--- config.mk ---
export PLATFORM = sky130hd
export DESIGN_NAME = qam_symbol_pacer_flat
export DESIGN_NICKNAME = d
export VERILOG_FILES = /design/src/rtl/qam_symbol_pacer_if.sv /design/src/rtl/qam_symbol_pacer.sv /design/src/flat_wrapper.sv
export SDC_FILE = /design/constraint.sdc
export NUM_CORES = 1
export LEC_CHECK = 0
export ABC_AREA = 1
export CAP_MARGIN = 15
export CORE_ASPECT_RATIO = 0.75
export CORE_UTILIZATION = 55
export CTS_CLUSTER_DIAMETER = 200
export DETAILED_ROUTE_END_ITERATION = 16
export GPL_TIMING_DRIVEN = 0
export HOLD_SLACK_MARGIN = 0.05
export PLACE_DENSITY = 0.8
export SLEW_MARGIN = 10
export SYNTH_ARGS = -nofsm -noshare
export SYNTH_HDL_FRONTEND = slang
export SYNTH_SLANG_ARGS = --single-unit
--- constraint.sdc ---
create_clock -name clk -period 5.9 [get_ports clk]
set_input_delay 1.18 -clock clk [delete_from_list [all_inputs] [get_ports clk]]
set_output_delay 1.18 -clock clk [all_outputs]
set_load 0.02 [all_outputs]
--- src/rtl/qam_symbol_pacer_if.sv ---
// Streamer-side and mapper-side signals of the QAM symbol pacer.
// The master drives writes and register settings; the slave returns paced symbols and status.
interface qam_symbol_pacer_if #(
  parameter int DEPTH    = 16,
  parameter int SYMBOL_W = 4,
  parameter int PERIOD_W = 16
);
  localparam int LEVEL_W = $clog2(DEPTH) + 1;

  logic [SYMBOL_W-1:0] qam_block;
  logic                qam_block_valid;
  logic                enable;
  logic [PERIOD_W-1:0] symbol_period;
  logic                clear_flags;
  logic [SYMBOL_W-1:0] out_block;
  logic                out_valid;
  logic [LEVEL_W-1:0]  level;
  logic                full;
  logic                overflow;
  logic                underflow;

  modport master (
    output qam_block, qam_block_valid, enable, symbol_period, clear_flags,
    input  out_block, out_valid, level, full, overflow, underflow
  );

  modport slave (
    input  qam_block, qam_block_valid, enable, symbol_period, clear_flags,
    output out_block, out_valid, level, full, overflow, underflow
  );
endinterface

--- src/rtl/qam_symbol_pacer.sv ---
// Elastic FIFO plus symbol-rate timer: buffers bursty QAM blocks and releases
// one every programmable period, with fill level and sticky over/underflow flags.
module qam_symbol_pacer #(
  parameter int DEPTH    = 16,
  parameter int SYMBOL_W = 4,
  parameter int PERIOD_W = 16
) (
  input logic               clk,
  input logic               rst_n,
  qam_symbol_pacer_if.slave bus
);
  localparam int AW = $clog2(DEPTH);
  localparam int LW = AW + 1;

  typedef enum logic [1:0] {IDLE = 2'd0, PRIME = 2'd1, RUN = 2'd2} state_t;

  state_t              state_r, state_s;
  logic [SYMBOL_W-1:0] mem_r [DEPTH];
  logic [AW-1:0]       wr_ptr_r, rd_ptr_r;
  logic [LW-1:0]       level_r, level_s;
  logic [PERIOD_W-1:0] cnt_r, cnt_s, reload_s;
  logic [SYMBOL_W-1:0] out_block_r;
  logic                out_valid_r, full_r, overflow_r, underflow_r;
  logic                rd_s, wr_s, ovf_set_s, udf_set_s, empty_s;

  // Next state, period counter, read decision and FIFO bookkeeping.
  always_comb begin
    state_s   = state_r;
    cnt_s     = cnt_r;
    rd_s      = 1'b0;
    udf_set_s = 1'b0;
    empty_s   = (level_r == {LW{1'b0}});
    // A zero period behaves as one clock, i.e. reload value zero.
    if (bus.symbol_period == {PERIOD_W{1'b0}}) begin
      reload_s = {PERIOD_W{1'b0}};
    end else begin
      reload_s = bus.symbol_period - PERIOD_W'(1);
    end
    case (state_r)
      IDLE: begin
        if (bus.enable) begin
          state_s = PRIME;
        end else begin
          state_s = IDLE;
        end
      end
      PRIME: begin
        if (!bus.enable) begin
          state_s = IDLE;
        end else if (level_r >= LW'(DEPTH / 2)) begin
          state_s = RUN;
          cnt_s   = reload_s;
        end else begin
          state_s = PRIME;
        end
      end
      RUN: begin
        if (!bus.enable) begin
          state_s = IDLE;
        end else if (cnt_r == {PERIOD_W{1'b0}}) begin
          cnt_s = reload_s;
          if (!empty_s) begin
            rd_s = 1'b1;
          end else begin
            udf_set_s = 1'b1;
            state_s   = PRIME;
          end
        end else begin
          cnt_s = cnt_r - PERIOD_W'(1);
        end
      end
      default: begin
        state_s = IDLE;
      end
    endcase
    // A full FIFO still accepts a write when the same cycle pops the head.
    wr_s      = bus.qam_block_valid && (!full_r || rd_s);
    ovf_set_s = bus.qam_block_valid && full_r && !rd_s;
    case ({wr_s, rd_s})
      2'b10:   level_s = level_r + LW'(1);
      2'b01:   level_s = level_r - LW'(1);
      default: level_s = level_r;
    endcase
  end

  // State, pointers, level, counter, output register and sticky flags.
  always_ff @(posedge clk or negedge rst_n) begin
    if (!rst_n) begin
      state_r     <= IDLE;
      cnt_r       <= {PERIOD_W{1'b0}};
      wr_ptr_r    <= {AW{1'b0}};
      rd_ptr_r    <= {AW{1'b0}};
      level_r     <= {LW{1'b0}};
      full_r      <= 1'b0;
      out_block_r <= {SYMBOL_W{1'b0}};
      out_valid_r <= 1'b0;
      overflow_r  <= 1'b0;
      underflow_r <= 1'b0;
    end else begin
      state_r     <= state_s;
      cnt_r       <= cnt_s;
      level_r     <= level_s;
      full_r      <= (level_s == LW'(DEPTH));
      out_valid_r <= rd_s;
      if (wr_s) begin
        wr_ptr_r <= wr_ptr_r + AW'(1);
      end
      if (rd_s) begin
        rd_ptr_r    <= rd_ptr_r + AW'(1);
        out_block_r <= mem_r[rd_ptr_r];
      end
      // Setting beats clearing when both happen in the same cycle.
      overflow_r  <= ovf_set_s | (overflow_r & ~bus.clear_flags);
      underflow_r <= udf_set_s | (underflow_r & ~bus.clear_flags);
    end
  end

  // Storage array; contents are don't-care until written.
  always_ff @(posedge clk) begin
    if (wr_s) begin
      mem_r[wr_ptr_r] <= bus.qam_block;
    end
  end

  assign bus.out_block = out_block_r;
  assign bus.out_valid = out_valid_r;
  assign bus.level     = level_r;
  assign bus.full      = full_r;
  assign bus.overflow  = overflow_r;
  assign bus.underflow = underflow_r;
endmodule

--- src/flat_wrapper.sv ---
// flat-port wrapper written by rule: the top's interface ports become plain ports
module qam_symbol_pacer_flat 
#(
  parameter int DEPTH    = 16,
  parameter int SYMBOL_W = 4,
  parameter int PERIOD_W = 16
)
  (clk, rst_n, bus_qam_block, bus_qam_block_valid, bus_enable, bus_symbol_period, bus_clear_flags, bus_out_block, bus_out_valid, bus_level, bus_full, bus_overflow, bus_underflow);
  qam_symbol_pacer_if #(.DEPTH(DEPTH), .SYMBOL_W(SYMBOL_W), .PERIOD_W(PERIOD_W)) bus_i ();
  input logic clk;
  input logic rst_n;
  input wire logic [$bits(bus_i.qam_block)-1:0] bus_qam_block;
  input wire logic [$bits(bus_i.qam_block_valid)-1:0] bus_qam_block_valid;
  input wire logic [$bits(bus_i.enable)-1:0] bus_enable;
  input wire logic [$bits(bus_i.symbol_period)-1:0] bus_symbol_period;
  input wire logic [$bits(bus_i.clear_flags)-1:0] bus_clear_flags;
  output wire logic [$bits(bus_i.out_block)-1:0] bus_out_block;
  output wire logic [$bits(bus_i.out_valid)-1:0] bus_out_valid;
  output wire logic [$bits(bus_i.level)-1:0] bus_level;
  output wire logic [$bits(bus_i.full)-1:0] bus_full;
  output wire logic [$bits(bus_i.overflow)-1:0] bus_overflow;
  output wire logic [$bits(bus_i.underflow)-1:0] bus_underflow;
  assign bus_i.qam_block = bus_qam_block;
  assign bus_i.qam_block_valid = bus_qam_block_valid;
  assign bus_i.enable = bus_enable;
  assign bus_i.symbol_period = bus_symbol_period;
  assign bus_i.clear_flags = bus_clear_flags;
  assign bus_out_block = bus_i.out_block;
  assign bus_out_valid = bus_i.out_valid;
  assign bus_level = bus_i.level;
  assign bus_full = bus_i.full;
  assign bus_overflow = bus_i.overflow;
  assign bus_underflow = bus_i.underflow;
  qam_symbol_pacer #(.DEPTH(DEPTH), .SYMBOL_W(SYMBOL_W), .PERIOD_W(PERIOD_W)) u_core (.clk(clk), .rst_n(rst_n), .bus(bus_i));
endmodule
==> results of run 1 <==
==> power breakdown <==
group	total, W	switching (W)	internal [W]
Combinational	0.000714	0.000451	0.000262
Sequential	0.00102	0.000116	0.000899
Clock	0.000604	0.000260	0.000344
Total	0.00233	0.000827	0.00151
==> final timing paths <==
| check | from | endpoint | slack [ps] | cells after the start |
|---|---|---|---|---|
| worst max-delay path | bus_enable | u_core.bus.full | 2190 | 16 |
| worst min-delay path | u_core.bus.out_block[2] | u_core.bus.out_block[2] | 490 | 2 |
| worst max register to register | u_core.cnt_r[0] | u_core.bus.full | 2950 | 17 |
| worst min register to register | u_core.bus.out_block[2] | u_core.bus.out_block[2] | 490 | 2 |
| max in group asynchronous | rst_n | u_core.bus.out_block[3] | 4650 | 2 |
| min in group asynchronous | rst_n | u_core.cnt_r[7] | 780 | 1 |
==> cell type report <==
class | instances | area (sq um) | area share
Sequential cell | 103 | 2900 | 0.448
Buffer | 20 | 113 | 0.0174
Multi-Input combinational cell | 479 | 2380 | 0.368
Inverter | 56 | 213 | 0.0329
Clock buffer | 11 | 243 | 0.0376
Clock inverter | 5 | 63.8 | 0.00987
Timing Repair Buffer | 38 | 393 | 0.0608
Tap cell | 132 | 165 | 0.0256
==> through the flow <==
stage	utilization	cell area, sq um
final	0.661	6460
after global routing	0.661	6460
after CTS	0.661	6460
after detailed placement	0.630	6160
after global placement	0.628	6130
after floorplan	-	5600
==> worst max-delay path, stage by stage <==
cell and delay [ps]:
clkdlybuf4s50_1 530, inv_1 60, nor2_1 170, nand2_1 150, o21ai_4 230, nand2_4 90, buf_6 170, ha_1 280
xor2_1 210, ha_1 260, nand2_1 60, nand2_1 60, or2_1 220, nor2_1 110, nand3_1 90, nor2_1 100
==> metal layers <==
| layer | track usage | vias to the layer above |
|---|---|---|
| li1 | - | 2239 |
| met1 | 0.344 | 2101 |
| met2 | 0.405 | 226 |
| met3 | 0.0823 | 24 |
| met4 | 0.0771 | 0 |
| met5 | 0 | - |
==> state kept, by name, indices dropped and copies added (netlist names) <==
signal	flops
u_core.mem_r	64
u_core.cnt_r	16
u_core.bus.level	5
u_core.bus.out_block	4
u_core.rd_ptr_r	4
u_core.wr_ptr_r	4
u_core.state_r	2
u_core.bus.full	1
u_core.bus.out_valid	1
u_core.bus.overflow	1
u_core.bus.underflow	1
==> cells by family after synthesis <==
group                      after synthesis  synth area share
buffers and inverters                   76            0.0581
adders and majority gates               11            0.0246
DFF                                    103             0.518
and+or+nand+nor                        377             0.291
AOI/OAI and AO/OA                       69            0.0746
xor gates and xnor gates                22            0.0344
==> cell usage after synthesis <==
| cell type | number | share of area |
|---|---|---|
| nand2_1 | 171 | 0.11 |
| nor2_1 | 111 | 0.074 |
| edfxtp_1 | 64 | 0.34 |
| inv_1 | 52 | 0.035 |
| nand3_1 | 51 | 0.046 |
| o21ai_0 | 41 | 0.037 |
| dfrtp_1 | 39 | 0.17 |
| nor2_2 | 24 | 0.027 |
| o211ai_1 | 18 | 0.024 |
| xor2_1 | 17 | 0.027 |
| ha_1 | 11 | 0.025 |
| buf_2 | 8 | 0.0072 |
| clkbuf_1 | 7 | 0.0047 |
| nand4_1 | 5 | 0.0056 |
| xnor2_1 | 5 | 0.0078 |
| nor2_4 | 4 | 0.0080 |
| buf_6 | 3 | 0.0060 |
| nand2_4 | 3 | 0.0060 |
| nand3b_1 | 3 | 0.0040 |
| o21ai_1 | 3 | 0.0027 |
| clkinv_1 | 2 | 0.0013 |
| nand2_2 | 2 | 0.0022 |
| a21boi_0 | 1 | 0.0013 |
| a21oi_1 | 1 | 0.00089 |
| a21oi_2 | 1 | 0.0016 |
| and3_1 | 1 | 0.0011 |
| buf_4 | 1 | 0.0013 |
| clkbuf_2 | 1 | 0.00089 |
| inv_2 | 1 | 0.00067 |
| inv_4 | 1 | 0.0011 |
| o21ai_2 | 1 | 0.0016 |
| o21ai_4 | 1 | 0.0029 |
| o21bai_1 | 1 | 0.0013 |
| o32ai_1 | 1 | 0.0016 |
| or2_1 | 1 | 0.0011 |
| or2_2 | 1 | 0.0011 |
==> metrics.txt, run 1 <==
Hold Crit Class reg -> reg; actual slew at the worst max-slew pin approximately 640 ps; syn nets 694; detailed-route via count 4590; gpl congestion 0.979; H-tree depth 3; final worst slack 2190 ps; drt first pass iters 5; placed insts 828; met2 wire len 5.70 mm; Post-Route WL 12.8 mm; WL per Instance about 15 um; fillers 790; clock slew at reported path FFs 70 ps; CTS sink cnt 103; first-pass GRT wire length 20.7 mm; DRC Markers 0; Metal-1 WL approximately 5.6 mm; total global-route track usage 0.257; Synth-to-Final Area Change 15.4%; initial DRC count 423; largest net degree at the start of global routing 23; post-route antenna net violation count 0; CTS Hold Bufs 0; clock latency on the worst-skew pair 350 ps; final std cells w/o fill roughly 840; WP data arrival around 4000 ps; Port Buffers 37; Mapped Area around 5600 sq um; Sum Neg Setup Slack 0 ps; number of distinct library cells after synthesis 36; Routed met3 length between 1 and 1.5 mm; CORE AREA 9770 sq um; vias in the first global route between 4000 and 5000; CTS buffer count 9; post-place setup slack 1860 ps; clk buf depth 2; Setup Crit Path Kind in -> reg; final worst-path cycle share 0.630; average vias per placed instance approximately 5.4; CTS tree done; Initial Utilization 0.573; Required @ worst endpoint approximately 6200 ps; Slew Limit Fails 0; Ports 38; VDD IR-drop max 0.196 mV; Hold Fails Final Rpt 0; most frequent cells in the layout nand2_1, nor2_1, edfxtp_1; GR Overflow Total 0; Power Total 0.00233 W; Final nets between 700 and 800; Die Height approximately 89 um; maxcap violations 0; RSZ-0062 raised after global routing false; Critical Path Start Type input port; Final min period between 3000 and 4000 ps; Inserted Diodes 0; clock root cell clkbuf_16; share of post-route cells with drive strength above 1 0.0969; synthesis-stage register bit count 103; FP Rows 31; crit path capture type flop; Fmax ~270 MHz; post-DP HPWL about 9.5 mm; commonest non-fill, non-tap cell in the layout nand2_1; sequential share of the synthesized area 0.518; die area 10600 sq um; slew margin rel. 0.570; status completed; CP Max Fanout 11; postcts setup bufs 0; # setup viols final 0; YS warnings 0; post_cts resized 0; synthesized area per cell roughly 8.5 sq um; initial antenna violation count 0; uppermost routed layer met4; Max Clock Skew 6.27 ps; PD cells 361 nW/um^2; Leak Pwr between 2 and 3 nW; hold_ws 489 ps; cells after synthesis approximately 660; Die Wd roughly 120 um
Power figures use the tool's default switching activity.
==> run 2: changes to the inputs <==
--- a/config.mk
+++ b/config.mk
@@ -8,12 +8,12 @@
 export ABC_AREA = 1
 export CAP_MARGIN = 15
 export CORE_ASPECT_RATIO = 0.75
-export CORE_UTILIZATION = 55
+export CORE_UTILIZATION = 54
 export CTS_CLUSTER_DIAMETER = 200
 export DETAILED_ROUTE_END_ITERATION = 16
 export GPL_TIMING_DRIVEN = 0
 export HOLD_SLACK_MARGIN = 0.05
-export PLACE_DENSITY = 0.8
+export PLACE_DENSITY = 0.82
 export SLEW_MARGIN = 10
 export SYNTH_ARGS = -nofsm -noshare
 export SYNTH_HDL_FRONTEND = slang
==> constraint.sdc (replaced) <==
create_clock -name clk -period 3.18 [get_ports clk]
set_input_delay 0.636 -clock clk [delete_from_list [all_inputs] [get_ports clk]]
set_output_delay 0.636 -clock clk [all_outputs]
set_load 0.02 [all_outputs]
==> run 2 against run 1 <==
Effect of this change:
- worst setup slack got worse by 2000 ps
- register-to-register slack got worse by 2600 ps
- core utilization decreased by 0.29 points
- wire length increased by 1.1%
- final area increased by 0.35%
- sequential power increased by 85%
- highest routed layer unchanged
- critical endpoint unchanged
- global-route usage decreased by 0.50 points
==> metrics.txt, run 2 (synthesized netlist as in run 1, its figures left out) <==
GR Overflow Total 0 (unchanged); RR Startpoint u_core.cnt_r[0]; detailed-route via count 4717 (+2.8%); largest net degree at the start of global routing 24 (+4.3%); FF/Latch Area 2900 sq um (unchanged); status completed; Setup Crit Path Kind in -> reg; Critical Path Start Type input port; average vias per placed instance 5.59 (+2.8%); Inserted Diodes 0 (unchanged); Top reg by flops u_core.mem_r; PD cells 673 nW/um^2 (+87%); Post-Route WL 12.9 mm (+1.1%); drt first pass iters 5 (unchanged); vias in the first global route 4385 (+1.6%); fin util 0.658 (-0.00292); VDD IR-drop max 0.318 mV (+62%); actual slew at the worst max-slew pin 667 ps (+23.8 ps); Initial Utilization 0.568 (-0.00451); clk buf depth 2 (unchanged); Max Clock Skew 8.13 ps (+1.87 ps); Hold Crit Class in -> async; fillers 794 (+0.51%); gpl congestion 0.901 (-7.9%); FP Rows 31 (unchanged); Hold Fails Final Rpt 0 (unchanged); commonest non-fill, non-tap cell in the layout nand2_1; Die Height 90.2 um (+0.90%); clock slew at reported path FFs 70 ps (about the same); CORE AREA 9850 sq um (+0.79%); post-route antenna net violation count 0 (unchanged); CTS tree done; RR Endpoint u_core.bus.full; Die Wd 120 um (+0.91%); Sum Neg Setup Slack 0 ps (unchanged); final worst-path cycle share 0.934; maxcap violations 0 (unchanged); most frequent cells in the layout nand2_1, nor2_1, edfxtp_1; Register-to-Register Path Depth 17 (unchanged); Final nets 743 (unchanged); multi-input logic area 2390 sq um (+0.63%); Synth-to-Final Area Change 15.8%; share of post-route cells with drive strength above 1 0.104 (+0.00702); CTS buffer count 9 (unchanged); DRC Markers 0 (unchanged); Slew Limit Fails 0 (unchanged); Final min period 2970 ps; Leak Pwr 2.73 nW (+0.11%); placed insts 828 (unchanged); postcts setup bufs 0 (unchanged); clock root cell clkbuf_16; Fmax 337 MHz; post-DP HPWL 9.50 mm (about the same); crit path capture type flop; worst setup path startpoint bus_enable; # setup viols final 0 (unchanged); RSZ-0062 raised after global routing false; post_cts resized 0 (unchanged); Largest register FFs 64 (unchanged); total global-route track usage 0.252 (-0.00503); final std cells w/o fill 844 (unchanged); slew margin rel. 0.554 (-0.0159); WP data arrival 3250 ps (-740 ps); H-tree depth 3 (unchanged); first-pass GRT wire length 21.1 mm (+1.8%); clock latency on the worst-skew pair 350 ps (about the same); die area 10800 sq um (+1.8%); CTS sink cnt 103 (unchanged); CP Max Fanout 11 (unchanged); Ports 38 (unchanged); initial antenna violation count 0 (unchanged); R2R setup slack 320 ps (-2630 ps); Required @ worst endpoint 3460 ps (-2710 ps); WL per Instance 15.3 um (+1.1%); initial DRC count 539 (+27%); CTS Hold Bufs 0 (unchanged); Port Buffers 37 (unchanged)
==> run 2: cell types whose count changed in the layout (fill, tap and decap cells not counted) <==
| cell | previous run | this run |
|---|---|---|
| xor2_2 | 0 | 1 |
| inv_8 | 0 | 1 |
| ha_1 | 11 | 10 |
| nand2_2 | 2 | 3 |
| clkbuf_1 | 8 | 7 |
| nor2_2 | 24 | 25 |
| xor2_1 | 17 | 16 |
| nand2_1 | 171 | 170 |
| ha_2 | 0 | 1 |
| clkinv_4 | 1 | 2 |
| nor2_1 | 111 | 110 |
| inv_6 | 2 | 1 |
==> run 2: cell type report <==
type,count,area share
Sequential cell,103,0.447
Buffer,20,0.0174
Multi-Input combinational cell,479,0.369
Clock inverter,6,0.0116
Inverter,56,0.0328
Clock buffer,10,0.0368
Timing Repair Buffer,38,0.0606
Tap cell,132,0.0255
==> run 2: power breakdown <==
part | internal (W) | total [W] | leakage, nW | switching [W]
clock network | 0.000643 | 0.00114 | 0.151 | 0.000502
registers | 0.00167 | 0.00189 | 1.06 | 0.000217
logic | 0.000491 | 0.00134 | 1.51 | 0.000847
total | 0.00280 | 0.00437 | 2.73 | 0.00157
==> run 2: metrics by stage <==
step                area (sq um)  total power, W  hold WS (ps)  worst slack (ps)
floorplan                   5600         0.00281           340               515
global placement            6130         0.00314           464              -223
detailed placement          6160         0.00321           471              -262
CTS                         6470         0.00434           246              80.6
global route                6490         0.00462           252              10.5
finish                      6490         0.00437           234               209
==> run 2: how the worst max path moves through the flow <==
stage	end	slack, ps	cells after the start
CTS	u_core.bus.full	80	16
finish	u_core.bus.full	210	16
global route	u_core.bus.full	10	16
floorplan	u_core.bus.full	520	15
global placement	u_core.bus.full	-220	16
detailed placement	u_core.bus.full	-260	16
==> run 2: critical path: stages <==
cell             delay (ps)
clkdlybuf4s50_1         530
inv_1                    70
nor2_2                  150
nand2_2                 110
o21ai_4                 210
nand2_4                  90
buf_6                   170
ha_2                    240
xor2_2                  160
ha_1                    270
nand2_1                  70
nand2_1                  60
or2_1                   220
nor2_1                  100
nand3_1                  80
nor2_1                   80
==> run 2: layer usage <==
| layer | global-route usage | share of wire |
|---|---|---|
| met1 | 0.365 | 0.44 |
| met2 | 0.378 | 0.45 |
| met3 | 0.0527 | 0.095 |
| met4 | 0.0813 | 0.020 |
| met5 | 0 | 0 |
